### config.mk
export PLATFORM = sky130hd
export DESIGN_NAME = spike_dispatcher_flat
export DESIGN_NICKNAME = d
export VERILOG_FILES = /design/src/rtl/spike_dispatcher_if.sv /design/src/rtl/spike_dispatcher.sv /design/src/flat_wrapper.sv
export SDC_FILE = /design/constraint.sdc
export NUM_CORES = 1
export LEC_CHECK = 0
export CAP_MARGIN = 20
export CORE_MARGIN = 1.5
export CORE_UTILIZATION = 45
export CTS_BUF_LIST = sky130_fd_sc_hd__clkbuf_16
export CTS_CLUSTER_SIZE = 10
export DETAILED_ROUTE_END_ITERATION = 12
export DONT_BUFFER_PORTS = 1
export PLACE_DENSITY_LB_ADDON = 0.15
export SLEW_MARGIN = 20
export SYNTH_ARGS = -nofsm -noshare
export SYNTH_HDL_FRONTEND = slang
export SYNTH_SLANG_ARGS = --single-unit
### constraint.sdc
create_clock -name clk -period 2.2 [get_ports clk]
set_clock_uncertainty 0.15 [all_clocks]
set_input_delay 0.11 -clock clk [delete_from_list [all_inputs] [get_ports clk]]
set_output_delay 0.11 -clock clk [all_outputs]
set_load 0.02 [all_outputs]
### src/rtl/spike_dispatcher_if.sv
// Bundle connecting the spike dispatcher to its spike FIFO, weight memory,
// synapse accumulator and timestep controller.
interface spike_dispatcher_if #(
  parameter int ADDR_W   = 14,
  parameter int POST_N   = 256,
  parameter int WEIGHT_W = 8
);
  localparam int POST_W = $clog2(POST_N);

  logic                       i_fifo_valid;
  logic [ADDR_W-1:0]          i_fifo_rdata;
  logic                       o_fifo_rd_en;
  logic                       o_wmem_en;
  logic [ADDR_W+POST_W-1:0]   o_wmem_addr;
  logic [WEIGHT_W-1:0]        i_wmem_rdata;
  logic                       o_syn_valid;
  logic [POST_W-1:0]          o_syn_post;
  logic [WEIGHT_W-1:0]        o_syn_weight;
  logic                       i_syn_ready;
  logic                       i_step_end;
  logic                       o_step_done;
  logic                       o_busy;
  logic [15:0]                o_spike_cnt;

  modport slave (
    input  i_fifo_valid, i_fifo_rdata, i_wmem_rdata, i_syn_ready, i_step_end,
    output o_fifo_rd_en, o_wmem_en, o_wmem_addr, o_syn_valid, o_syn_post,
           o_syn_weight, o_step_done, o_busy, o_spike_cnt
  );

  modport master (
    output i_fifo_valid, i_fifo_rdata, i_wmem_rdata, i_syn_ready, i_step_end,
    input  o_fifo_rd_en, o_wmem_en, o_wmem_addr, o_syn_valid, o_syn_post,
           o_syn_weight, o_step_done, o_busy, o_spike_cnt
  );
endinterface

### src/rtl/spike_dispatcher.sv
// Expands each pre-synaptic spike into POST_N weight reads and forwards the
// non-zero weights to the accumulator through a credit-limited 2-entry buffer.
module spike_dispatcher #(
  parameter int ADDR_W   = 14,
  parameter int POST_N   = 256,
  parameter int WEIGHT_W = 8
) (
  input  logic              clk,
  input  logic              rst_n,
  spike_dispatcher_if.slave bus
);
  localparam int POST_W = $clog2(POST_N);

  typedef enum logic {IDLE, ISSUE} state_t;

  state_t              state;
  logic [ADDR_W-1:0]   pre_addr;
  logic [POST_W-1:0]   post_idx;
  logic                vld_p1;
  logic [POST_W-1:0]   post_p1;
  logic                out_vld;
  logic [POST_W-1:0]   out_post;
  logic [WEIGHT_W-1:0] out_weight;
  logic                skid_vld;
  logic [POST_W-1:0]   skid_post;
  logic [WEIGHT_W-1:0] skid_weight;
  logic                pending;
  logic                step_done;
  logic [15:0]         spike_cnt;

  logic                out_pop;
  logic [1:0]          committed;
  logic                credit_ok;
  logic                issue;
  logic                pop;
  logic                wr;
  logic                drain_ok;

  function automatic logic [15:0] sat_inc(input logic [15:0] v);
    return (v == 16'hFFFF) ? v : v + 16'd1;
  endfunction

  // Entries already owed to the buffer: stored ones plus the read in flight.
  assign out_pop   = out_vld & bus.i_syn_ready;
  assign committed = 2'(out_vld) + 2'(skid_vld) + 2'(vld_p1);
  assign credit_ok = (committed - 2'(out_pop)) < 2'd2;
  assign issue     = (state == ISSUE) && credit_ok;
  assign pop       = rst_n && (state == IDLE) && bus.i_fifo_valid && !step_done;
  assign wr        = vld_p1 && (bus.i_wmem_rdata != '0);
  assign drain_ok  = pending && (state == IDLE) && !bus.i_fifo_valid &&
                     !out_vld && !skid_vld && !vld_p1;

  assign bus.o_fifo_rd_en = pop;
  assign bus.o_wmem_en    = issue;
  assign bus.o_wmem_addr  = {pre_addr, post_idx};
  assign bus.o_syn_valid  = out_vld;
  assign bus.o_syn_post   = out_post;
  assign bus.o_syn_weight = out_weight;
  assign bus.o_step_done  = step_done;
  assign bus.o_busy       = (state != IDLE) || out_vld || skid_vld || vld_p1;
  assign bus.o_spike_cnt  = spike_cnt;

  always_ff @(posedge clk or negedge rst_n) begin
    if (!rst_n) begin
      state       <= IDLE;
      pre_addr    <= '0;
      post_idx    <= '0;
      vld_p1      <= 1'b0;
      post_p1     <= '0;
      out_vld     <= 1'b0;
      out_post    <= '0;
      out_weight  <= '0;
      skid_vld    <= 1'b0;
      skid_post   <= '0;
      skid_weight <= '0;
      pending     <= 1'b0;
      step_done   <= 1'b0;
      spike_cnt   <= '0;
    end else begin
      // p0: spike fetch and read-address issue
      case (state)
        IDLE: if (pop) begin
          pre_addr <= bus.i_fifo_rdata;
          post_idx <= '0;
          state    <= ISSUE;
        end
        ISSUE: if (issue) begin
          post_idx <= post_idx + 1'b1;
          if (&post_idx) state <= IDLE;
        end
        default: state <= IDLE;
      endcase

      // p1: weight read in flight
      vld_p1  <= issue;
      post_p1 <= post_idx;

      // p2: in-order output register with skid behind it; zero weights vanish
      if (out_pop) begin
        if (skid_vld) begin
          out_post    <= skid_post;
          out_weight  <= skid_weight;
          skid_vld    <= wr;
          if (wr) begin
            skid_post   <= post_p1;
            skid_weight <= bus.i_wmem_rdata;
          end
        end else begin
          out_vld <= wr;
          if (wr) begin
            out_post   <= post_p1;
            out_weight <= bus.i_wmem_rdata;
          end
        end
      end else if (wr) begin
        if (!out_vld) begin
          out_vld    <= 1'b1;
          out_post   <= post_p1;
          out_weight <= bus.i_wmem_rdata;
        end else begin
          skid_vld    <= 1'b1;
          skid_post   <= post_p1;
          skid_weight <= bus.i_wmem_rdata;
        end
      end

      // Timestep bookkeeping: a new step_end always re-arms the request.
      pending   <= bus.i_step_end | (pending & ~drain_ok);
      step_done <= drain_ok;
      if (drain_ok)  spike_cnt <= '0;
      else if (pop)  spike_cnt <= sat_inc(spike_cnt);
    end
  end
endmodule

### src/flat_wrapper.sv
// flat-port wrapper written by rule: the top's interface ports become plain ports
module spike_dispatcher_flat 
#(
  parameter int ADDR_W   = 14,
  parameter int POST_N   = 256,
  parameter int WEIGHT_W = 8
)
  (clk, rst_n, bus_i_fifo_valid, bus_i_fifo_rdata, bus_i_wmem_rdata, bus_i_syn_ready, bus_i_step_end, bus_o_fifo_rd_en, bus_o_wmem_en, bus_o_wmem_addr, bus_o_syn_valid, bus_o_syn_post, bus_o_syn_weight, bus_o_step_done, bus_o_busy, bus_o_spike_cnt);
  spike_dispatcher_if #(.ADDR_W(ADDR_W), .POST_N(POST_N), .WEIGHT_W(WEIGHT_W)) bus_i ();
  input  logic clk;
  input  logic rst_n;
  input wire logic [$bits(bus_i.i_fifo_valid)-1:0] bus_i_fifo_valid;
  input wire logic [$bits(bus_i.i_fifo_rdata)-1:0] bus_i_fifo_rdata;
  input wire logic [$bits(bus_i.i_wmem_rdata)-1:0] bus_i_wmem_rdata;
  input wire logic [$bits(bus_i.i_syn_ready)-1:0] bus_i_syn_ready;
  input wire logic [$bits(bus_i.i_step_end)-1:0] bus_i_step_end;
  output wire logic [$bits(bus_i.o_fifo_rd_en)-1:0] bus_o_fifo_rd_en;
  output wire logic [$bits(bus_i.o_wmem_en)-1:0] bus_o_wmem_en;
  output wire logic [$bits(bus_i.o_wmem_addr)-1:0] bus_o_wmem_addr;
  output wire logic [$bits(bus_i.o_syn_valid)-1:0] bus_o_syn_valid;
  output wire logic [$bits(bus_i.o_syn_post)-1:0] bus_o_syn_post;
  output wire logic [$bits(bus_i.o_syn_weight)-1:0] bus_o_syn_weight;
  output wire logic [$bits(bus_i.o_step_done)-1:0] bus_o_step_done;
  output wire logic [$bits(bus_i.o_busy)-1:0] bus_o_busy;
  output wire logic [$bits(bus_i.o_spike_cnt)-1:0] bus_o_spike_cnt;
  assign bus_i.i_fifo_valid = bus_i_fifo_valid;
  assign bus_i.i_fifo_rdata = bus_i_fifo_rdata;
  assign bus_i.i_wmem_rdata = bus_i_wmem_rdata;
  assign bus_i.i_syn_ready = bus_i_syn_ready;
  assign bus_i.i_step_end = bus_i_step_end;
  assign bus_o_fifo_rd_en = bus_i.o_fifo_rd_en;
  assign bus_o_wmem_en = bus_i.o_wmem_en;
  assign bus_o_wmem_addr = bus_i.o_wmem_addr;
  assign bus_o_syn_valid = bus_i.o_syn_valid;
  assign bus_o_syn_post = bus_i.o_syn_post;
  assign bus_o_syn_weight = bus_i.o_syn_weight;
  assign bus_o_step_done = bus_i.o_step_done;
  assign bus_o_busy = bus_i.o_busy;
  assign bus_o_spike_cnt = bus_i.o_spike_cnt;
  spike_dispatcher #(.ADDR_W(ADDR_W), .POST_N(POST_N), .WEIGHT_W(WEIGHT_W)) u_core (.clk(clk), .rst_n(rst_n), .bus(bus_i));
endmodule
==> After elaboration in Yosys (flattened, before gate mapping) <==
Cells that the tools add are included.
{ "totals": {"ff_bits": 84, "inputBits": 27, "elab_cells": 99, "out_inout_bits": 59} }
{ "classes": {"reduce_logical": 31, "eq_ne": 8, "addsub": 5, "bitwise": 5, "order_cmp": 1, "n_mux": 35} }
{ "ops": {"columns": ["op", "count"], "rows": [
  ["two-way mux 8 bit", 20],
  ["two-way mux 16 bit", 3],
  ["adder 16 x 1 -> 16 bit (second input constant)", 1],
  ["equality test 16 bit (second input constant)", 1],
  ["case mux 8 bit (2 select lines)", 1],
  ["logical AND 1 bit", 10],
  ["two-way mux 1 bit", 10],
  ["!= test 2 bit (second input constant)", 5],
  ["AND reduction 2 bit", 5],
  ["adder 8 x 1 -> 8 bit (second input constant)", 1],
  ["AND reduction 8 bit", 1],
  ["nonzero test 2 bit", 4],
  ["nonzero test 8 bit", 1],
  ["zero test 1 bit", 5],
  ["!= test 2 x 1 -> 1 bit (second input constant)", 2],
  ["AND reduction 4 bit", 1],
  ["logical OR 1 bit", 3],
  ["AND reduction 3 bit", 1],
  ["adder 1 x 1 -> 2 bit", 1],
  ["adder 2 x 1 -> 2 bit", 1],
  ["AND 1 bit", 2],
  ["less-than comparator 2 bit (second input constant)", 1],
  ["inverter 1 bit", 2],
  ["case mux 1 bit (2 select lines)", 1],
  ["other kinds (2)", 2]
]} }

==> Depth between registers and ports, before layout <==
{ "logic_depth": {"ltp_word": 9, "depth_mapped": 8, "ltp_nobuf": 8} }

==> Worst setup path after synthesis <==
No wires, ideal clock.
{ "synth_path": {"path_kind": "reg2reg", "start": "register u_core.out_vld, in the netlist u_core.bus.o_syn_valid", "end": "register u_core.state", "arrival_ps": 2137, "setup_time_ps": 144, "required_ps": 1906, "n_path_buf": 0, "path_stages_with_launch": 9, "synth_period_minus_slack_ps": 2431, "path_slack_ps": -231, "path_cell_list": "dfrtp_1 and2_1 ha_1 inv_1 ha_1 a21oi_1 xor2_1 and3_1 a32oi_1"} }
{ "synth_between": {"elab_chain_cells": 7, "elab_cells_between_ends": 8, "cone_classes": "3 x add/sub; 1 x order compare; 2 x mux; 1 x bitwise; 1 x reduce/logical"} }
{ "synth_rtl": {"columns": ["element", "line_no", "text"], "rows": [
  ["start: declaration", "spike_dispatcher.sv:21", "logic out_vld;"],
  ["start signal: assignment", "spike_dispatcher.sv:109", "out_vld <= wr;"],
  ["adder 1 x 1 -> 2 bit", "spike_dispatcher.sv:45", "assign committed = 2'(out_vld) + 2'(skid_vld) + 2'(vld_p1);"],
  ["adder 2 x 1 -> 2 bit", "spike_dispatcher.sv:45", null],
  ["subtractor 2 x 1 -> 2 bit *", "spike_dispatcher.sv:46", "assign credit_ok = (committed - 2'(out_pop)) < 2'd2;"],
  ["less-than comparator 2 bit *", "spike_dispatcher.sv:46", null],
  ["logical AND 1 bit *", "spike_dispatcher.sv:47", "assign issue = (state == ISSUE) && credit_ok;"],
  ["two-way mux 1 bit *", "spike_dispatcher.sv:87", "ISSUE: if (issue) begin"],
  ["case mux 1 bit (2 select lines) *", "spike_dispatcher.sv:81", "case (state)"],
  ["end signal: assignment", "spike_dispatcher.sv:85", "state <= ISSUE;"],
  ["end signal: assignment", "spike_dispatcher.sv:89", "if (&post_idx) state <= IDLE;"],
  ["end signal: assignment", "spike_dispatcher.sv:91", "default: state <= IDLE;"],
  ["end: declaration", "spike_dispatcher.sv:16", "state_t state;"]
]} }
Every way passes the cells marked *; elsewhere a longest branch is shown, timed or not.
A chain may end at the register's enable or synchronous reset.

==> Final worst setup path <==
{ "layout_path": {"start": "register u_core.out_vld, in the netlist u_core.bus.o_syn_valid", "end": "register u_core.post_idx[2]"} }
{ "layout_between": {"elab_chain_cells": 7, "elab_cells_between_ends": 8, "cone_classes": "3 x add/sub; 1 x order compare; 1 x eq/ne; 1 x bitwise; 2 x reduce/logical"} }
{ "layout_rtl": {"columns": ["element", "line_no", "text"], "rows": [
  ["adder 1 x 1 -> 2 bit", "spike_dispatcher.sv:45", null],
  ["adder 2 x 1 -> 2 bit", "spike_dispatcher.sv:45", null],
  ["subtractor 2 x 1 -> 2 bit *", "spike_dispatcher.sv:46", null],
  ["less-than comparator 2 bit *", "spike_dispatcher.sv:46", null],
  ["logical AND 1 bit *", "spike_dispatcher.sv:47", null],
  ["!= test 2 bit (no source line) *", null, null],
  ["AND reduction 2 bit (no source line) *", null, null],
  ["end signal: assignment", "spike_dispatcher.sv:88", "post_idx <= post_idx + 1'b1;"],
  ["end: declaration", "spike_dispatcher.sv:18", "logic [POST_W-1:0] post_idx;"]
]} }
Marked as above.

==> results_dict.tcl <==
set metrics [dict create \
    grt_use_total_pct 20.2 \
    fin_area_um2 4890 \
    cts.sinks 84 \
    synth_top_area_share_pct 53.1 \
    globalplace.congestion 0.770 \
    clock_latency_ps 330 \
    critical_path.slowest_cell "o21ai_1" \
    postPlaceCellArea_um2 4290 \
    wl_per_cell_um 17.2 \
    cp.required_ps 2240 \
    vias 2917 \
    finalSetupViolations 0 \
    worstRegToRegCells 8 \
    wirelength_mm 8.94 \
    clock_path_buffers 2 \
    tns_ps 0 \
    synth_edf_count 0 \
    first_pass_iters 4 \
    startpoint_type "flop" \
    clk_pin_slew_ps 70 \
    total_power_mw 6.49 \
    cts_tree "built" \
    criticalPathCategory "flop to flop" \
    tightest_slew_ps 508 \
    finish.utilization_pct 56.6 \
    ys.flop_type "dfrtp_1" \
    hold_ws_ps -685 \
    ys_seq_area_share_pct 53.1 \
    area_delta_synth_final_pct 23.4 \
    slew_headroom_pct 65.9 \
    hpwl_mm 5.76 \
    ant_nets 0 \
    portBuffers 0 \
    fin_crit_ps 2170 \
    dp_slack_ps -66.5 \
    dieArea_um2 9380 \
    slew_violations 0 \
    synth-async-reset-ratio_pct 100 \
    drt_iter0_markers 97 \
    final_nets 438 \
    place_inst 476 \
    grt_overflow 0 \
    yosys-top-cells-area "dfrtp_1, mux2_2, nand2_1, mux2_4, inv_1" \
    setup_slack_ps 25.3 \
    rsz0062_at_grt "yes" \
    cp_cell_sequence "and2_4, ha_4, inv_2, ha_4, a21oi_4, xnor2_2, o21ai_1, a31oi_1" \
    cts_buffers 9 \
    n_antenna_cell 0 \
    finalHoldViolCount 84 \
    via_per_inst 5.61 \
    fmax_mhz 460 \
    core_area_um2 8640 \
    layout-drive-gt1-share_pct 29.4 \
    crit_family "compound AO/OA/AOI/OAI gates" \
    ys_types 54 \
    mostFrequentLayoutCell "dfrtp_1" \
    grt_first_pass_wirelength_mm 15.3 \
    cap_violations 0 \
    antenna_found_initial 0 \
    crit_path_frequent_cell "ha_4" \
    cts-hold-fix-buffers 26 \
    critPathArrivalTime_ps 2210 \
    critPathCaptureType "flop" \
    path_buf_inv 1 \
    worst_ir_drop_vdd_mv 0.491 \
    status "complete, but fails checks" \
    cp.depth 8 \
    cp_max_fo 7 \
    syn_avg_cell_area_um2 11.4 \
    instances_no_fill 520 \
    critPathMaxStageDelay_ps 420 \
    clockRootBuffer "clkbuf_16" \
    h-tree-depth 3 \
    syn-instance-count 349 \
    violations "negative hold slack" \
    syn_area_um2 3960 \
    yosysWarnings 0 \
    ioPinCount 86 \
    syn_nets 380 \
    powerDensity_nw_per_um2 1330 \
    grt_pass1_vias 3083 \
    hold_path.class "input port to asynchronous set/reset pin" \
    yosys.area.top_type "dfrtp_1" \
    initial_utilization_pct 45.9 \
    rows 34 \
    post-route-period-util_pct 98.9 \
    grt_max_degree 86 \
    power.leakage_nw 2.22 \
    synth-seq-cells 84 \
    final_cell_mix "dfrtp_1, nand2_1, mux2_2" \
    die_w_um 96.8 \
    drt_drc_violations_left 0 \
    die_y_um 96.8 \
]
[path summary, 6_finish.rpt]
kind / startpoint / endpoint / slack, ps
setup / recovery: u_core.bus.o_syn_valid$_DFFE_PN0P_ / u_core.post_idx[2]$_DFFE_PN0P_ / 30
hold / removal: rst_n / u_core.bus.o_syn_weight[0]$_DFFE_PN0P_ / -690
setup reg to reg: u_core.bus.o_syn_valid$_DFFE_PN0P_ / u_core.post_idx[2]$_DFFE_PN0P_ / 30
hold reg to reg: u_core.pending$_DFF_PN0_ / u_core.pending$_DFF_PN0_ / 320
max in group asynchronous: rst_n / u_core.bus.o_syn_valid$_DFFE_PN0P_ / 2420
min in group clk: bus_i_wmem_rdata[7] / u_core.bus.o_syn_valid$_DFFE_PN0P_ / 40
[synthesized netlist by cell type, types with 2 or more instances]
cell type  count
dfrtp_1       84
nand2_1       55
buf_2          2
ha_1           4
mux2i_1        4
a31oi_1       10
a21o_2         2
nor3b_1        2
nand4_1        8
mux2_4        10
a211o_1        3
buf_4          2
inv_1         17
a21oi_1        6
or3_1          3
and2_1         3
and3_1         7
a211oi_1       3
a2bb2oi_1      2
and4_1         3
nor2_1         6
o221ai_1       2
o211ai_1       6
clkbuf_1       6
o21ai_0       12
mux2_2        38
o22a_1         2
nor4_2         3
nor3_1         5
a311oi_1       2
nand2b_1       5
nand3_1       10
[power by group]
part | total (mW) | internal, mW | switching [mW]
clock network | 1.48 | 0.795 | 0.686
logic | 2.45 | 1.31 | 1.14
registers | 2.56 | 2.04 | 0.520
[final cells by class]
class / instances / area [um^2]
flip-flops and latches: 84 / 2100
inverters: 18 / 67.6
well taps: 108 / 135
multi-input cells: 234 / 1770
fillers: 748 / 3750
clock buffers: 9 / 225
repair buffers: 60 / 519
clock inverters: 7 / 70.1
[cells by family (layout without fill, tap and decap cells)]
family | after synthesis | after routing | share of synthesized area (%)
flip-flops | 84 | 84 | 53.1
multiplexers | 52 | 52 | 15.6
XOR/XNOR | 2 | 2 | 0.442
adder cells (fa/ha/maj) | 4 | 4 | 1.26
AND/OR/NAND/NOR | 118 | 118 | 15.6
buffers and inverters | 31 | 94 | 3.82
AO/OA/AOI/OAI | 58 | 58 | 10.2
[routing by layer]
| layer | global-route usage, % | up-vias | part of all wire [%] |
|---|---|---|---|
| met5 | 0 | - | 0 |
| met4 | 7.02 | 0 | 1.5 |
| met3 | 5.42 | 13 | 4.8 |
| met2 | 33.1 | 76 | 50 |
| met1 | 25.7 | 1458 | 44 |
| li1 | - | 1370 | - |
[timing repair]
| action | CTS | global route |
|---|---|---|
| pin swaps | 5 | 4 |
| gates cloned | 0 | 0 |
| endpoints found under the setup margin | 8 | 10 |
| resized for setup | 4 | 1 |
| endpoints found under the hold margin | 118 | 84 |
| buffers inserted | 2 | 0 |
[registers in the layout, indices dropped and copies added, names as in the netlist]
register                 flops
u_core.bus.o_spike_cnt      16
u_core.pre_addr             14
u_core.bus.o_syn_post        8
u_core.bus.o_syn_weight      8
u_core.post_idx              8
u_core.post_p1               8
u_core.skid_post             8
u_core.skid_weight           8
u_core.bus.o_step_done       1
u_core.bus.o_syn_valid       1
u_core.pending               1
u_core.skid_vld              1
u_core.state                 1
u_core.vld_p1                1
No activity file was read; power rests on OpenSTA's default activity.
